--- src/rtl/sad_pkg.sv ---
// Shared types and defaults for the full-search SAD motion-estimation controller.
package sad_pkg;
  localparam int SAD_W     = 32;
  localparam int BLK_W_DEF = 4;
  localparam int RANGE_DEF = 2;
  localparam int PIX_W_DEF = 8;
  localparam int MV_W_DEF  = 8;

  typedef enum logic [2:0] {
    ST_IDLE,
    ST_RUN,
    ST_DRAIN,
    ST_CMP,
    ST_DONE
  } state_e;
endpackage

--- src/rtl/sad_search_ctrl_ks.sv ---
// 32-bit Kogge-Stone parallel-prefix adder with carry-in and carry-out.
module KOGGESTONE32BIT (
  input  logic [31:0] a_i,
  input  logic [31:0] b_i,
  input  logic        cin_i,
  output logic [31:0] sum_o,
  output logic        cout_o
);
  logic [31:0] half_sum;
  logic [31:0] grp_g;
  logic [31:0] grp_p;
  logic [32:0] carry;

  assign half_sum = a_i ^ b_i;

  // After five doubling levels grp_g/grp_p cover the whole span [i:0].
  always_comb begin
    logic [31:0] gk, pk, gn, pn;
    gk = a_i & b_i;
    pk = a_i ^ b_i;
    gn = gk;
    pn = pk;
    for (int lvl = 0; lvl < 5; lvl++) begin
      gn = gk;
      pn = pk;
      for (int i = 0; i < 32; i++) begin
        if (i >= (1 << lvl)) begin
          gn[i] = gk[i] | (pk[i] & gk[i - (1 << lvl)]);
          pn[i] = pk[i] & pk[i - (1 << lvl)];
        end
      end
      gk = gn;
      pk = pn;
    end
    grp_g = gk;
    grp_p = pk;
  end

  assign carry[0] = cin_i;

  genvar gi;
  generate
    for (gi = 1; gi <= 32; gi++) begin : g_carry
      assign carry[gi] = grp_g[gi-1] | (grp_p[gi-1] & cin_i);
    end
    for (gi = 0; gi < 32; gi++) begin : g_sum
      assign sum_o[gi] = half_sum[gi] ^ carry[gi];
    end
  endgenerate

  assign cout_o = carry[32];
endmodule

--- src/rtl/sad_search_ctrl.sv ---
// Full-search motion-estimation controller: walks all candidate vectors, accumulates SAD
// through one shared adder and keeps the minimum SAD with its vector.
module sad_search_ctrl
  import sad_pkg::*;
#(
  parameter int BLK_W = BLK_W_DEF,
  parameter int RANGE = RANGE_DEF,
  parameter int PIX_W = PIX_W_DEF,
  parameter int MV_W  = MV_W_DEF
) (
  input  logic                       clk,
  input  logic                       rst,
  input  logic                       start,
  output logic                       busy,
  output logic                       done,
  output logic                       rd_en,
  input  logic                       rd_rdy,
  output logic [$clog2(BLK_W)-1:0]   rd_px,
  output logic [$clog2(BLK_W)-1:0]   rd_py,
  output logic signed [MV_W-1:0]     rd_mvx,
  output logic signed [MV_W-1:0]     rd_mvy,
  input  logic [PIX_W-1:0]           cur_pix,
  input  logic [PIX_W-1:0]           ref_pix,
  output logic [SAD_W-1:0]           best_sad,
  output logic signed [MV_W-1:0]     best_mvx,
  output logic signed [MV_W-1:0]     best_mvy
);
  localparam int PXW  = $clog2(BLK_W);
  localparam int IDXW = 2 * PXW;
  localparam logic signed [MV_W-1:0] MV_MAX = MV_W'(RANGE);
  localparam logic signed [MV_W-1:0] MV_MIN = MV_W'(-RANGE);
  localparam logic signed [MV_W-1:0] MV_ONE = MV_W'(1);
  localparam logic [IDXW-1:0] IDX_ONE  = IDXW'(1);
  localparam logic [IDXW-1:0] IDX_LAST = '1;

  state_e                 state_q, state_d;
  logic [IDXW-1:0]        idx_q, idx_d;
  logic signed [MV_W-1:0] mvx_q, mvx_d, mvy_q, mvy_d;
  logic [SAD_W-1:0]       acc_q, acc_d, best_q, best_d;
  logic signed [MV_W-1:0] bmvx_q, bmvx_d, bmvy_q, bmvy_d;
  logic [SAD_W-1:0]       osad_q, osad_d;
  logic signed [MV_W-1:0] omvx_q, omvx_d, omvy_q, omvy_d;
  logic                   rvld_q, rvld_d;

  logic [PIX_W:0]   diff, absdiff;
  logic [SAD_W-1:0] ks_b, ks_sum;
  logic             ks_cin, ks_cout, cand_lt;
  logic             last_pix, last_mv;

  assign diff    = {1'b0, cur_pix} - {1'b0, ref_pix};
  assign absdiff = diff[PIX_W] ? -diff : diff;

  // One adder: accumulate |cur-ref| while pixels stream, subtract best in CMP.
  always_comb begin
    ks_b   = {{(SAD_W-PIX_W-1){1'b0}}, absdiff};
    ks_cin = 1'b0;
    if (state_q == ST_CMP) begin
      ks_b   = ~best_q;
      ks_cin = 1'b1;
    end
  end

  KOGGESTONE32BIT u_ks (
    .a_i    (acc_q),
    .b_i    (ks_b),
    .cin_i  (ks_cin),
    .sum_o  (ks_sum),
    .cout_o (ks_cout)
  );

  // No carry out of acc - best means acc < best; equality keeps the earlier vector.
  assign cand_lt  = ~ks_cout;
  assign last_pix = (idx_q == IDX_LAST);
  assign last_mv  = (mvx_q == MV_MAX) && (mvy_q == MV_MAX);

  always_comb begin
    state_d = state_q;
    idx_d   = idx_q;
    mvx_d   = mvx_q;
    mvy_d   = mvy_q;
    acc_d   = acc_q;
    best_d  = best_q;
    bmvx_d  = bmvx_q;
    bmvy_d  = bmvy_q;
    osad_d  = osad_q;
    omvx_d  = omvx_q;
    omvy_d  = omvy_q;
    rvld_d  = (state_q == ST_RUN) && rd_rdy;

    if (rvld_q) begin
      acc_d = ks_sum;
    end

    case (state_q)
      ST_IDLE: begin
        if (start) begin
          state_d = ST_RUN;
          idx_d   = '0;
          mvx_d   = MV_MIN;
          mvy_d   = MV_MIN;
          acc_d   = '0;
          best_d  = '1;
        end
      end
      ST_RUN: begin
        if (rd_rdy) begin
          idx_d = idx_q + IDX_ONE;
          if (last_pix) begin
            state_d = ST_DRAIN;
          end
        end
      end
      ST_DRAIN: begin
        state_d = ST_CMP;
      end
      ST_CMP: begin
        acc_d = '0;
        if (cand_lt) begin
          best_d = acc_q;
          bmvx_d = mvx_q;
          bmvy_d = mvy_q;
        end
        if (last_mv) begin
          state_d = ST_DONE;
          osad_d  = cand_lt ? acc_q : best_q;
          omvx_d  = cand_lt ? mvx_q : bmvx_q;
          omvy_d  = cand_lt ? mvy_q : bmvy_q;
        end else begin
          state_d = ST_RUN;
          if (mvx_q == MV_MAX) begin
            mvx_d = MV_MIN;
            mvy_d = mvy_q + MV_ONE;
          end else begin
            mvx_d = mvx_q + MV_ONE;
          end
        end
      end
      ST_DONE: begin
        state_d = ST_IDLE;
      end
      default: begin
        state_d = ST_IDLE;
      end
    endcase
  end

  always_ff @(posedge clk) begin
    if (rst) begin
      state_q <= ST_IDLE;
      idx_q   <= '0;
      mvx_q   <= '0;
      mvy_q   <= '0;
      acc_q   <= '0;
      best_q  <= '1;
      bmvx_q  <= '0;
      bmvy_q  <= '0;
      osad_q  <= '0;
      omvx_q  <= '0;
      omvy_q  <= '0;
      rvld_q  <= 1'b0;
    end else begin
      state_q <= state_d;
      idx_q   <= idx_d;
      mvx_q   <= mvx_d;
      mvy_q   <= mvy_d;
      acc_q   <= acc_d;
      best_q  <= best_d;
      bmvx_q  <= bmvx_d;
      bmvy_q  <= bmvy_d;
      osad_q  <= osad_d;
      omvx_q  <= omvx_d;
      omvy_q  <= omvy_d;
      rvld_q  <= rvld_d;
    end
  end

  assign busy     = (state_q == ST_RUN) || (state_q == ST_DRAIN) || (state_q == ST_CMP);
  assign done     = (state_q == ST_DONE);
  assign rd_en    = (state_q == ST_RUN);
  assign rd_px    = idx_q[PXW-1:0];
  assign rd_py    = idx_q[IDXW-1:PXW];
  assign rd_mvx   = mvx_q;
  assign rd_mvy   = mvy_q;
  assign best_sad = osad_q;
  assign best_mvx = omvx_q;
  assign best_mvy = omvy_q;
endmodule

--- config.mk ---
export PLATFORM = sky130hd
export DESIGN_NAME = sad_search_ctrl
export DESIGN_NICKNAME = d
export VERILOG_FILES = /design/src/rtl/sad_pkg.sv /design/src/rtl/sad_search_ctrl_ks.sv /design/src/rtl/sad_search_ctrl.sv
export SDC_FILE = /design/constraint.sdc
export NUM_CORES = 1
export LEC_CHECK = 0
export BUFFER_PORTS_ARGS = -buffer_cell sky130_fd_sc_hd__buf_2
export CORE_UTILIZATION = 30
export DETAILED_ROUTE_END_ITERATION = 8
export PLACE_DENSITY_LB_ADDON = 0.08
export SETUP_SLACK_MARGIN = 0.5
export SYNTH_ARGS = -nofsm -noshare
export SYNTH_HDL_FRONTEND = slang
export SYNTH_HIERARCHICAL = 1
export SYNTH_SLANG_ARGS = --single-unit
--- constraint.sdc ---
create_clock -name clk -period 4.92 [get_ports clk]
set_input_delay 0.738 -clock clk [delete_from_list [all_inputs] [get_ports clk]]
set_output_delay 0.738 -clock clk [all_outputs]
set_load 0.05 [all_outputs]
# == Yosys cells after proc, flatten, opt, wreduce, memory -nomap -nowiden ==
# Cells that the tools add are included.
# op_classes
add_sub_neg,5
eq_ne,12
mux,26
bitwise_logic,486
n_reduce_logical,13
# ops
op,n
bitwise AND 1 bit,290
OR 1 bit,161
2-to-1 mux 32 bit,5
one-hot mux 32 bit (2 select lines),2
2-to-1 mux 8 bit,7
bitwise AND 32 bit,1
inverter 32 bit,1
one-hot mux 8 bit (2 select lines),2
bitwise XOR 1 bit,32
bitwise XOR 32 bit,1
adder 8 x 2 -> 8 bit (second input constant),2
equality test 8 x 3 -> 1 bit (second input constant),2
2-to-1 mux 3 bit,4
one-hot mux 3 bit (4 select lines),1
2-to-1 mux 9 bit,1
negator 9 bit,1
AND reduction 3 bit,3
subtractor 8 x 8 -> 9 bit,1
2-to-1 mux 4 bit,2
one-hot mux 4 bit (2 select lines),1
equality test 3 x 2 -> 1 bit (second input constant),2
!= test 2 x 1 -> 1 bit (second input constant),3
adder 4 x 1 -> 4 bit (second input constant),1
equality test 4 bit (second input constant),1
10 further kinds,15
# totals
reg_bits,152
in_bits,20
out_inout_bits,71
wordCells,554

# == Depth between registers and ports, before layout ==
# Gate-level depths: netlist of run 1.
# logic_depth
depth_word,19
mapped_depth,25
ltp_nobuf,22

# == Hierarchy ==
# The synthesis of run 1 kept the hierarchy.
# modules_own_cells
module,instances,cells_per_inst,area_per_inst_um2,seq_area_each_um2
sad_search_ctrl,1,751,6831.6,3042.9
KOGGESTONE32BIT,1,204,1540.2,0.0

# == Worst setup path before layout of run 1 ==
# OpenSTA, ideal clock, no wires.
# synth_path
kind,input -> register
start,input cur_pix[0]
end,"register osad_q[11], in the netlist best_sad[11]"
setup_ns,0.134
arrival_time_ns,5.031
t_required_ns,4.786
slack_ns,-0.245
stages,23
n_path_buf,3
cell_sequence,inv_1 ha_1 inv_1 fa_1 a21o_1 a221oi_2 xnor2_1 o41ai_2 xnor2_1 mux2i_1 ha_1 nand3_2 nor3_1 nand2b_2 nand3_1 nand3_1 a31oi_1 a21o_1 clkbuf_1 buf_2 clkbuf_1 mux2i_1 a211oi_1
# synth_via
elab_cells_between_ends,45
cone_classes,add/sub: 2; mux: 3; bitwise: 40
# synth_lines
item,line,source
from (decl),sad_search_ctrl.sv:22,"input logic [PIX_W-1:0] cur_pix,"
subtractor 8 x 8 -> 9 bit (*),sad_search_ctrl.sv:50,"assign diff = {1'b0, cur_pix} - {1'b0, ref_pix};"
negator 9 bit,sad_search_ctrl.sv:51,assign absdiff = diff[PIX_W] ? -diff : diff;
2-to-1 mux 9 bit (*),sad_search_ctrl.sv:51,
2-to-1 mux 32 bit (*),sad_search_ctrl.sv:57,if (state_q == ST_CMP) begin
via ks_b[7],sad_search_ctrl.sv:46,"logic [SAD_W-1:0] ks_b, ks_sum;"
bitwise XOR 32 bit,sad_search_ctrl_ks.sv:20,pk = a_i ^ b_i;
"bitwise AND 1 bit, on equally long branches","sad_search_ctrl_ks.sv:28, sad_search_ctrl_ks.sv:29",
"OR 1 bit, or another cell as far along",sad_search_ctrl_ks.sv:28,gn[i] = gk[i] | (pk[i] & gk[i - (1 << lvl)]);
OR 1 bit or bitwise AND 1 bit (tied branches),sad_search_ctrl_ks.sv:28,
OR 1 bit,sad_search_ctrl_ks.sv:28,
bitwise AND 1 bit,sad_search_ctrl_ks.sv:28,
OR 1 bit,sad_search_ctrl_ks.sv:28,
bitwise AND 1 bit,sad_search_ctrl_ks.sv:28,
OR 1 bit,sad_search_ctrl_ks.sv:28,
OR 1 bit (*),sad_search_ctrl_ks.sv:44,assign carry[gi] = grp_g[gi-1] | (grp_p[gi-1] & cin_i);
via ks_cout,sad_search_ctrl.sv:47,"logic ks_cin, ks_cout, cand_lt;"
2-to-1 mux 32 bit (*),--,
to (signal assigned),sad_search_ctrl.sv:170,osad_q <= osad_d;
to (decl),sad_search_ctrl.sv:41,"logic [SAD_W-1:0] osad_q, osad_d;"
# The timed path passes the listed nets; every way through them passes the cells marked *.
# A chain may end at the register's enable or synchronous reset.

# == Final worst setup path of run 1 ==
# layout_path
start,input cur_pix[0]
end,register best_q[27]
# layout_via
elab_cells_between_ends,46
cone_classes,add/sub: 2; mux: 4; bitwise: 40
# layout_lines
item,line,source
subtractor 8 x 8 -> 9 bit (*),sad_search_ctrl.sv:50,
negator 9 bit,sad_search_ctrl.sv:51,
2-to-1 mux 9 bit (*),sad_search_ctrl.sv:51,
2-to-1 mux 32 bit (*),sad_search_ctrl.sv:57,
via ks_b[7],sad_search_ctrl.sv:46,
bitwise XOR 32 bit,sad_search_ctrl_ks.sv:20,
"bitwise AND 1 bit, on equally long branches","sad_search_ctrl_ks.sv:28, sad_search_ctrl_ks.sv:29",
"OR 1 bit, or another cell as far along",sad_search_ctrl_ks.sv:28,
(+2 left out),--,
bitwise AND 1 bit,sad_search_ctrl_ks.sv:28,
OR 1 bit,sad_search_ctrl_ks.sv:28,
bitwise AND 1 bit,sad_search_ctrl_ks.sv:28,
OR 1 bit,sad_search_ctrl_ks.sv:28,
OR 1 bit (*),sad_search_ctrl_ks.sv:44,
via ks_cout,sad_search_ctrl.sv:47,
2-to-1 mux 32 bit (*),--,
one-hot mux 32 bit (2 select lines) (*),--,
to (signal assigned),sad_search_ctrl.sv:167,best_q <= best_d;
to (decl),sad_search_ctrl.sv:39,"logic [SAD_W-1:0] acc_q, acc_d, best_q, best_d;"
# Marked as above.

==> flow_summary.json, run 1 <==
{
  "synth_edf_count": 0,
  "die_x_um": 169,
  "synth_cells": 955,
  "worstPathArrival_ns": 4.72,
  "start_util": 0.308,
  "die_h_um": 169,
  "synthTopCellsByArea": "dfxtp_1 (36%), mux2i_1 (11%), ha_1 (6.9%)",
  "post-route-period-util": 0.896,
  "synth_most_common_cell": "dfxtp_1",
  "cts_tree": "yes",
  "wl_um": 22300,
  "vdd_drop_max_v": 0.000199,
  "reg2reg_slack_ns": 0.73,
  "critPathLaunchType": "input pin",
  "diodes": 0,
  "leakagePower_nw": 4.44,
  "num-nets-final": 1154,
  "required_ns": 5.23,
  "grt_max_degree": 85,
  "dieArea_um2": 28600,
  "yosys.area.top_type_share": 0.363,
  "ant_nets": 0,
  "hold_buffers": 0,
  "cts.sinks": 152,
  "rows": 60,
  "hold_ws_ns": 0.459,
  "hold_path.class": "register to register",
  "dp_slack_ns": -0.121,
  "hold_depth": 2,
  "r2r_cells": 19,
  "fmax_mhz": 227,
  "synth_seq_cells": 152,
  "synth.top_cells.by_count": "dfxtp_1 (152), nor2_1 (148), mux2i_1 (88)",
  "synth.cell_area_um2": 8370,
  "avgSynthCellArea_um2": 8.77,
  "synth-async-reset-ratio": 0,
  "grt_pass1_wl_um": 36200,
  "num_io_pins": 91,
  "gr-usage-all-layers": 0.158,
  "design_area_um2": 11100,
  "power.density_nw_per_um2": 284,
  "post-route-util": 0.407,
  "firstDrtPassIters": 4,
  "cp-end-kind": "register",
  "holdPathEnd": "bmvy_q[4]$_SDFFE_PP0P_",
  "wire_per_inst_um": 15.2,
  "dp_cells": 1410,
  "fin_cells": 1471,
  "ys_seq_area_frac": 0.363,
  "synthDistinctLibCells": 73,
  "synth.net_count": 1023,
  "crit_path_max_fanout": 10,
  "reg2reg_from": "state_q[0]$_SDFFE_PP0P_",
  "hold_start": "bmvy_q[4]$_SDFFE_PP0P_",
  "gp_congestion": 0.731,
  "status": "completed",
  "finalSetupViolations": 0,
  "grt_pass1_vias": 6826,
  "r2r-end": "best_q[27]$_SDFFE_PP1P_",
  "grt-ovfl-total": 0,
  "dp_hpwl_um": 15000,
  "yosysWarningCount": 6,
  "synth_top_area_cell": "dfxtp_1",
  "fin_skew_ns": 0.0134,
  "rsz0062_at_grt": "yes",
  "dpl_cell_area_um2": 9620,
  "cts_buffers": 17,
  "cts.clk_slew.worst_paths_ns": 0.07,
  "viasPerCell": 4.80,
  "slew_viol_final": 0,
  "drive_gt1_frac": 0.275,
  "area_delta_synth_final_pct": 32.0,
  "clockBufferDepth": 2,
  "clk_latency_ns": 0.43,
  "fillers": 2807,
  "worst_slew_pin_slew_ns": 1.10,
  "drc_errors": 0,
  "relSlewSlack": 0.264,
  "period_needed_ns": 4.41,
  "port_buffers": 90,
  "cts_max_level": 4,
  "hold_viol": 0,
  "setup-tns-final_ns": 0,
  "antenna_found_initial": 0,
  "core_area_um2": 27200,
  "fin_total_pwr_mw": 3.14,
  "drv_cap": 0,
  "drt-initial-drc-count": 325,
  "ys.flop_type": "dfxtp_1",
  "worstSetupPathType": "input pin to register",
  "worst_slack_ns": 0.510,
  "cts_root_buf": "clkbuf_16",
  "num_vias": 7068
}
-- worst max path at each step --
stage | end | startpoint | slack, ns | cells past startpoint
detailed placement | best_sad[5]$_SDFFE_PP0P_ | cur_pix[0] | -0.12 | 23
CTS | best_q[5]$_SDFFE_PP1P_ | cur_pix[0] | 0.48 | 23
global route | best_q[27]$_SDFFE_PP1P_ | cur_pix[0] | 0.29 | 28
global placement | best_q[21]$_SDFFE_PP1P_ | cur_pix[0] | -0.11 | 23
finish | best_q[27]$_SDFFE_PP1P_ | cur_pix[0] | 0.51 | 28
floorplan | best_q[2]$_SDFFE_PP1P_ | cur_pix[0] | 0.19 | 24
-- critical path, stage by stage --
cell	delay [ns]
buf_8	0.11
inv_12	0.04
ha_4	0.12
inv_2	0.03
fa_2	0.33
a21o_1	0.19
a221oi_4	0.28
buf_6	0.15
xnor2_2	0.07
o41ai_2	0.25
xnor2_1	0.16
mux2i_1	0.10
ha_1	0.34
o21a_2	0.18
nand2_2	0.06
a21o_4	0.20
nand3_2	0.07
nand3_2	0.09
a31oi_4	0.20
a21o_4	0.16
buf_6	0.10
buf_12	0.10
buf_6	0.09
a21oi_4	0.05
buf_6	0.14
buf_12	0.14
o22ai_2	0.14
nand2b_1	0.08
-- placed cells by master, fill, tap and decap left out, types with 5 or more instances in the layout --
master	count
a211oi_1	51
a21o_1	13
a21oi_1	49
a31oi_1	5
and3_1	6
buf_12	11
buf_16	6
buf_2	88
buf_4	52
buf_6	6
clkbuf_16	20
dfxtp_1	151
ha_1	45
inv_1	25
inv_6	5
mux2i_1	80
nand2_1	60
nand2_2	5
nand2b_1	36
nand3_1	8
nand4_1	10
nor2_1	148
nor3_1	10
o211ai_1	5
o21a_1	7
o22ai_2	26
xnor2_1	26
xor2_1	21
-- cell families (layout without fill, tap and decap cells) --
family | Yosys count | in the layout | share of synthesized area
fa+ha+maj | 48 | 48 | 0.0735
simple gates | 315 | 315 | 0.178
compound gates | 215 | 215 | 0.182
mux | 90 | 90 | 0.108
xor+xnor | 50 | 50 | 0.0523
buf+inv | 85 | 229 | 0.0423
flops | 152 | 152 | 0.363
-- state kept, by name, summed over array words and instances, names as in the netlist --
signal	count
rd_mvy	8
bmvx_q	8
best_mvx	8
bmvy_q	8
idx_q	4
best_mvy	8
best_q	32
rd_mvx	8
best_sad	32
rvld_q	1
acc_q	32
state_q	3
-- final cells by class --
class	instances	area [um2]	share of cell area
Multi-Input combinational cell	718	5430	0.491
Timing Repair Buffer	170	1420	0.128
Clock buffer	17	425	0.0385
Sequential cell	152	3040	0.275
Tap cell	372	465	0.0421
Inverter	27	114	0.0103
Clock inverter	15	159	0.0144
-- what timing repair did --
item	CTS	global route
gates resized for setup	48	38
cloned	6	4
endpoints found under the setup margin	101	103
setup buffers	15	4
pin swaps	46	18
-- power breakdown --
part / internal (mW) / switching [mW] / leakage [nW]
clock: 0.717 / 0.598 / 0.282
sequential: 1.25 / 0.0432 / 1.23
combinational: 0.237 / 0.294 / 2.93
total: 2.21 / 0.934 / 4.44
-- metal layers --
layer / part of all wire / vias to the layer above / global-route usage
li1: - / 3671 / -
met1: 0.51 / 3315 / 0.221
met2: 0.46 / 71 / 0.252
met3: 0.022 / 11 / 0.0253
met4: 0.0075 / 0 / 0.0411
met5: 0 / - / 0
Note: power is estimated with default switching activity, not from simulation.
==> run 2, diff against run 1 <==
--- a/config.mk
+++ b/config.mk
@@ -5,9 +5,10 @@
 export SDC_FILE = /design/constraint.sdc
 export NUM_CORES = 1
 export LEC_CHECK = 0
-export BUFFER_PORTS_ARGS = -buffer_cell sky130_fd_sc_hd__buf_2
+export CORE_ASPECT_RATIO = 0.8
 export CORE_UTILIZATION = 30
 export DETAILED_ROUTE_END_ITERATION = 8
+export DONT_BUFFER_PORTS = 1
 export PLACE_DENSITY_LB_ADDON = 0.08
 export SETUP_SLACK_MARGIN = 0.5
 export SYNTH_ARGS = -nofsm -noshare
==> constraint.sdc (replaced) <==
create_clock -name clk -period 5.5 [get_ports clk]
set_input_delay 0.825 -clock clk [delete_from_list [all_inputs] [get_ports clk]]
set_output_delay 0.825 -clock clk [all_outputs]
set_load 0.05 [all_outputs]
==> run 2 against run 1 <==
Effect of this change: power down 18%; combinational power down 42%; final cell count down 11%; wire length down 2.5%; highest routed layer unchanged.
==> flow_summary.json, run 2 (synthesis results as in run 1) <==
{
  "status": "completed",
  "drv_cap": 0,
  "num_io_pins": 91,
  "wire_per_inst_um": 16.6,
  "grt_max_degree": 117,
  "slew_viol_final": 0,
  "clockBufferDepth": 2,
  "viasPerCell": 4.99,
  "clk_latency_ns": 0.43,
  "multiInputGateArea_um2": 5020,
  "fmax_mhz": 214,
  "grt_pass1_vias": 6344,
  "hold_depth": 2,
  "crit_path_max_fanout": 18,
  "num_vias": 6534,
  "required_ns": 5.78,
  "cts.sinks": 152,
  "r2r_cells": 18,
  "die_h_um": 151,
  "firstDrtPassIters": 4,
  "regArea_um2": 3040,
  "antenna_found_initial": 0,
  "ant_nets": 0,
  "critPathTopFamily": "compound AO/OA/AOI/OAI gates",
  "worstPathArrival_ns": 4.95,
  "cts_buffers": 17,
  "worst_slew_pin_slew_ns": 0.878,
  "final_cell_mix": "dfxtp_1 (151), nor2_1 (148), mux2i_1 (88), nand2_1 (65), a211oi_1 (51)",
  "fin_cells": 1310,
  "cts_root_buf": "clkbuf_16",
  "hold_path.class": "register to register",
  "drc_errors": 0,
  "area_delta_synth_final_pct": 11.5,
  "fillers": 2858,
  "rsz0062_at_grt": "no",
  "dp_hpwl_um": 14700,
  "leakagePower_nw": 3.44,
  "layout_commonest_cell": "dfxtp_1",
  "dieArea_um2": 28600,
  "wl_met1_um": 11600,
  "hold_viol": 0,
  "power.density_nw_per_um2": 277,
  "setup-tns-final_ns": 0,
  "grt_pass1_wl_um": 35200,
  "rows": 54,
  "drt-initial-drc-count": 294,
  "wl_um": 21800,
  "post-route-period-util": 0.848,
  "fin_total_pwr_mw": 2.59,
  "cts.clk_slew.worst_paths_ns": 0.07,
  "gp_congestion": 0.744,
  "path_cells": "inv_1 > ha_1 > inv_1 > fa_2 > a21o_1 > a221oi_4 > o21a_1 > buf_4 > o41ai_1 > xor2_1 > mux2i_1 > ha_1 > nand3_2 > nor3_1 > nand2b_2 > nand3_1 > nand3_1 > a31oi_1 > a21o_2 > buf_8 > mux2i_1 > a211oi_1",
  "worstSetupPathType": "input pin to register",
  "grt-ovfl-total": 0,
  "cp_slowest_cell": "fa_2",
  "relSlewSlack": 0.413,
  "wl_met2_um": 9340,
  "cp.depth": 22,
  "critPathLaunchType": "input pin",
  "fin_skew_ns": 0.0161,
  "cpPeakStageDelay_ns": 0.37,
  "cts_max_level": 4,
  "vdd_drop_max_v": 0.000207,
  "cts_tree": "yes",
  "finalSetupViolations": 0,
  "top_layer": "met4",
  "core_area_um2": 27400,
  "hold_ws_ns": 0.451,
  "diodes": 0,
  "start_util": 0.306,
  "cp-end-kind": "register",
  "dp_cells": 1278,
  "port_buffers": 0,
  "num-nets-final": 1003,
  "path_buf_inv": 4,
  "post-route-util": 0.341,
  "dr_wl_met3_um": 606,
  "period_needed_ns": 4.67,
  "die_x_um": 189,
  "gr-usage-all-layers": 0.157,
  "drive_gt1_frac": 0.0941
}
-- run 2: cell types whose count changed in the layout (fill, tap and decap cells not counted), moves of 4 or more --
cell | previous run | this run
nand2_1 | 60 | 65
o22ai_1 | 2 | 30
mux2i_1 | 80 | 88
mux2i_2 | 4 | 0
nand2_2 | 5 | 0
buf_2 | 88 | 0
buf_16 | 6 | 0
buf_12 | 11 | 3
buf_6 | 6 | 0
o22ai_2 | 26 | 1
mux2i_4 | 4 | 0
buf_4 | 52 | 15
-- run 2: worst reg2reg max path, stage by stage (launching register included) --
cell and delay, ns:
dfxtp_1 0.49, nand2_1 0.16, or2_1 0.25, buf_4 0.22, inv_1 0.46, nor2_1 0.10
nand4_1 0.16, o21ai_0 0.13, ha_1 0.40, nand3_1 0.12, nor3_1 0.22, nand2b_2 0.15
nand3_1 0.09, nand3_1 0.09, a31oi_1 0.27, a21o_2 0.28, buf_8 0.26, mux2i_1 0.32
a211oi_1 0.11
-- run 2: power breakdown --
group | leakage [nW] | switching (mW) | total, mW | internal [mW]
registers | 1.23 | 0.0728 | 1.19 | 1.12
logic | 1.96 | 0.178 | 0.309 | 0.130
clock network | 0.255 | 0.486 | 1.08 | 0.597
total | 3.44 | 0.737 | 2.59 | 1.85
-- run 2: stage by stage --
stage	cell area [um2]	setup slack [ns]
CTS	9270	0.601
detailed placement	8740	0.159
global placement	8740	0.206
floorplan	8390	0.534
finish	9340	0.834
global route	9340	0.536
-- run 2: worst paths after layout --
kind	start	end	slack [ns]
max	cur_pix[0]	best_sad[26]$_SDFFE_PP0P_	0.83
min	bmvx_q[3]$_SDFFE_PP0P_	bmvx_q[3]$_SDFFE_PP0P_	0.45
max reg2reg	state_q[0]$_SDFFE_PP0P_	best_sad[26]$_SDFFE_PP0P_	1.08
min reg2reg	bmvx_q[3]$_SDFFE_PP0P_	bmvx_q[3]$_SDFFE_PP0P_	0.45
-- run 2: final cells by class --
| type | count | area share |
|---|---|---|
| clock buffers | 20 | 0.0489 |
| clock inverters | 10 | 0.00777 |
| inverters | 27 | 0.0109 |
| multi-input cells | 718 | 0.538 |
| flip-flops and latches | 152 | 0.326 |
| well taps | 364 | 0.0488 |
| repair buffers | 19 | 0.0201 |
-- run 2: metal layers --
layer  global-route usage  vias up
met5                    0        -
met1                0.223     3075
li1                     -     3359
met4               0.0440        0
met2                0.238       84
met3               0.0308       16
-- run 2: repair_timing --
action                                  in CTS  in global routing
hold buffers                                 0                  0
endpoints found under the setup margin       0                 73
setup buffers                                0                  2
resized for setup                            0                 10
==> run 3, diff against run 2 <==
==> constraint.sdc (replaced) <==
create_clock -name clk -period 4.36 [get_ports clk]
set_input_delay 0.654 -clock clk [delete_from_list [all_inputs] [get_ports clk]]
set_output_delay 0.654 -clock clk [all_outputs]
set_load 0.05 [all_outputs]
==> run 3 against run 2 <==
Effect of this change: sequential power grew 27%; utilization grew 5.6 points; final cell count grew 5.9%; power grew 38%; clock-buffer cell count shrank 1; worst hold slack lost 0.17 ns; via count grew 3.4%; highest routed layer unchanged.
==> flow_summary.json, run 3 (synthesis results as in run 1) <==
{
  "viasPerCell": 4.87,
  "dieArea_um2": 28600,
  "setup-tns-final_ns": 0,
  "diodes": 0,
  "dp_hpwl_um": 14800,
  "hold_path.class": "input pin to register",
  "ant_nets": 0,
  "grt_pass1_wl_um": 34800,
  "wl_um": 22300,
  "grt_pass1_vias": 6353,
  "drt-initial-drc-count": 262,
  "rows": 54,
  "required_ns": 4.69,
  "cts_buffers": 17,
  "fmax_mhz": 237,
  "die_x_um": 189,
  "status": "completed",
  "firstDrtPassIters": 4,
  "gr-usage-all-layers": 0.154,
  "area_delta_synth_final_pct": 30.0,
  "drc_errors": 0,
  "core_area_um2": 27400,
  "cp-end-kind": "register",
  "cp_slowest_cell": "or3_4",
  "wire_per_inst_um": 16.1,
  "clockBufferDepth": 2,
  "worst_slew_pin_slew_ns": 1.15,
  "cts_tree": "yes",
  "drive_gt1_frac": 0.249,
  "worstSetupPathType": "input pin to register",
  "rsz0062_at_grt": "yes",
  "post-route-period-util": 0.966,
  "num-nets-final": 1078,
  "path_buf_inv": 4,
  "path_cells": "clkinv_16 > ha_4 > inv_2 > fa_2 > a21o_1 > a221oi_4 > buf_6 > xnor2_4 > o41ai_2 > xnor2_1 > mux2i_1 > ha_1 > o21a_2 > nand2_2 > a21o_4 > nand3_2 > nand3_2 > a31oi_4 > a21o_4 > or3_4 > clkbuf_16 > o22ai_2 > nand2b_1",
  "dp_cells": 1334,
  "die_h_um": 151,
  "fin_total_pwr_mw": 3.57,
  "finalSetupViolations": 0,
  "cts.clk_slew.worst_paths_ns": 0.07,
  "cts.sinks": 152,
  "slew_viol_final": 0,
  "grt_max_degree": 117,
  "layout_commonest_cell": "dfxtp_1",
  "port_buffers": 0,
  "hold_ws_ns": 0.285,
  "leakagePower_nw": 4.10,
  "num_vias": 6757,
  "cpPeakStageDelay_ns": 0.45,
  "num_io_pins": 91,
  "crit_path_max_fanout": 7,
  "gp_congestion": 0.747,
  "critPathTopFamily": "compound AO/OA/AOI/OAI gates",
  "fin_cells": 1387,
  "hold_buffers": 0,
  "drv_cap": 0,
  "worstPathArrival_ns": 4.54,
  "cts_root_buf": "clkbuf_16",
  "relSlewSlack": 0.233,
  "antenna_found_initial": 0,
  "critPathLaunchType": "input pin",
  "period_needed_ns": 4.21,
  "vdd_drop_max_v": 0.000281,
  "fin_skew_ns": 0.00997,
  "start_util": 0.306,
  "power.density_nw_per_um2": 328,
  "hold_viol": 0,
  "grt-ovfl-total": 0,
  "cts_max_level": 4,
  "clk_latency_ns": 0.44,
  "final_cell_mix": "dfxtp_1 (151), nor2_1 (144), mux2i_1 (69), nand2_1 (61), buf_4 (60)"
}
run 3: cell types whose count changed in the layout (fill, tap and decap cells not counted), sizes merged:
| cell | change |
|---|---|
| buf | +71 |
| bufinv | +2 |
| clkbuf | +3 |
| clkinv | -1 |
| clkinvlp | -2 |
| inv | +4 |
run 3: per-layer routing:
metal  GRT usage  vias to the layer above  part of all wire
met3      0.0382                       13             0.035
met4      0.0496                        0            0.0099
met5           0                        -                 0
met2       0.231                       81              0.42
met1       0.216                     3154              0.53
li1            -                     3509                 -
run 3: through the flow:
stage,util,area [um2],setup slack (ns)
2_1_floorplan,-,8540,-0.286
3_3_place_gp,0.344,9410,-0.391
3_5_place_dp,0.344,9410,-0.417
4_1_cts,0.374,10200,0.138
5_1_grt,0.398,10900,-0.0514
6_report,0.398,10900,0.149
run 3: repair_timing:
action | in CTS | in global routing
setup endpoints to repair | 114 | 118
buffers inserted | 8 | 8
gates cloned | 0 | 5
pin swaps | 26 | 67
resized for setup | 30 | 86
run 3: area by class of cell:
cell class | count | area [um2]
fillers | 2757 | 16500
flip-flops and latches | 152 | 3040
well taps | 364 | 455
repair buffers | 94 | 1030
clock buffers | 19 | 453
inverters | 27 | 128
clock inverters | 13 | 158
multi-input cells | 718 | 5620
run 3: path summary, 6_finish.rpt:
| check | startpoint | to | slack, ns | cells after the start |
|---|---|---|---|---|
| worst max register to register | state_q[1]$_SDFFE_PP0P_ | best_q[1]$_SDFFE_PP1P_ | 0.23 | 16 |
| worst min-delay path | rst | best_sad[11]$_SDFFE_PP0P_ | 0.29 | 1 |
| worst max-delay path | cur_pix[0] | best_q[1]$_SDFFE_PP1P_ | 0.15 | 23 |
| worst min register to register | bmvy_q[4]$_SDFFE_PP0P_ | bmvy_q[4]$_SDFFE_PP0P_ | 0.46 | 2 |
run 3: report_power, final:
part	switching, mW	internal (mW)	total (mW)	leakage (nW)
Sequential	0.0941	1.41	1.51	1.23
Clock	0.660	0.891	1.55	0.298
Combinational	0.260	0.246	0.506	2.58
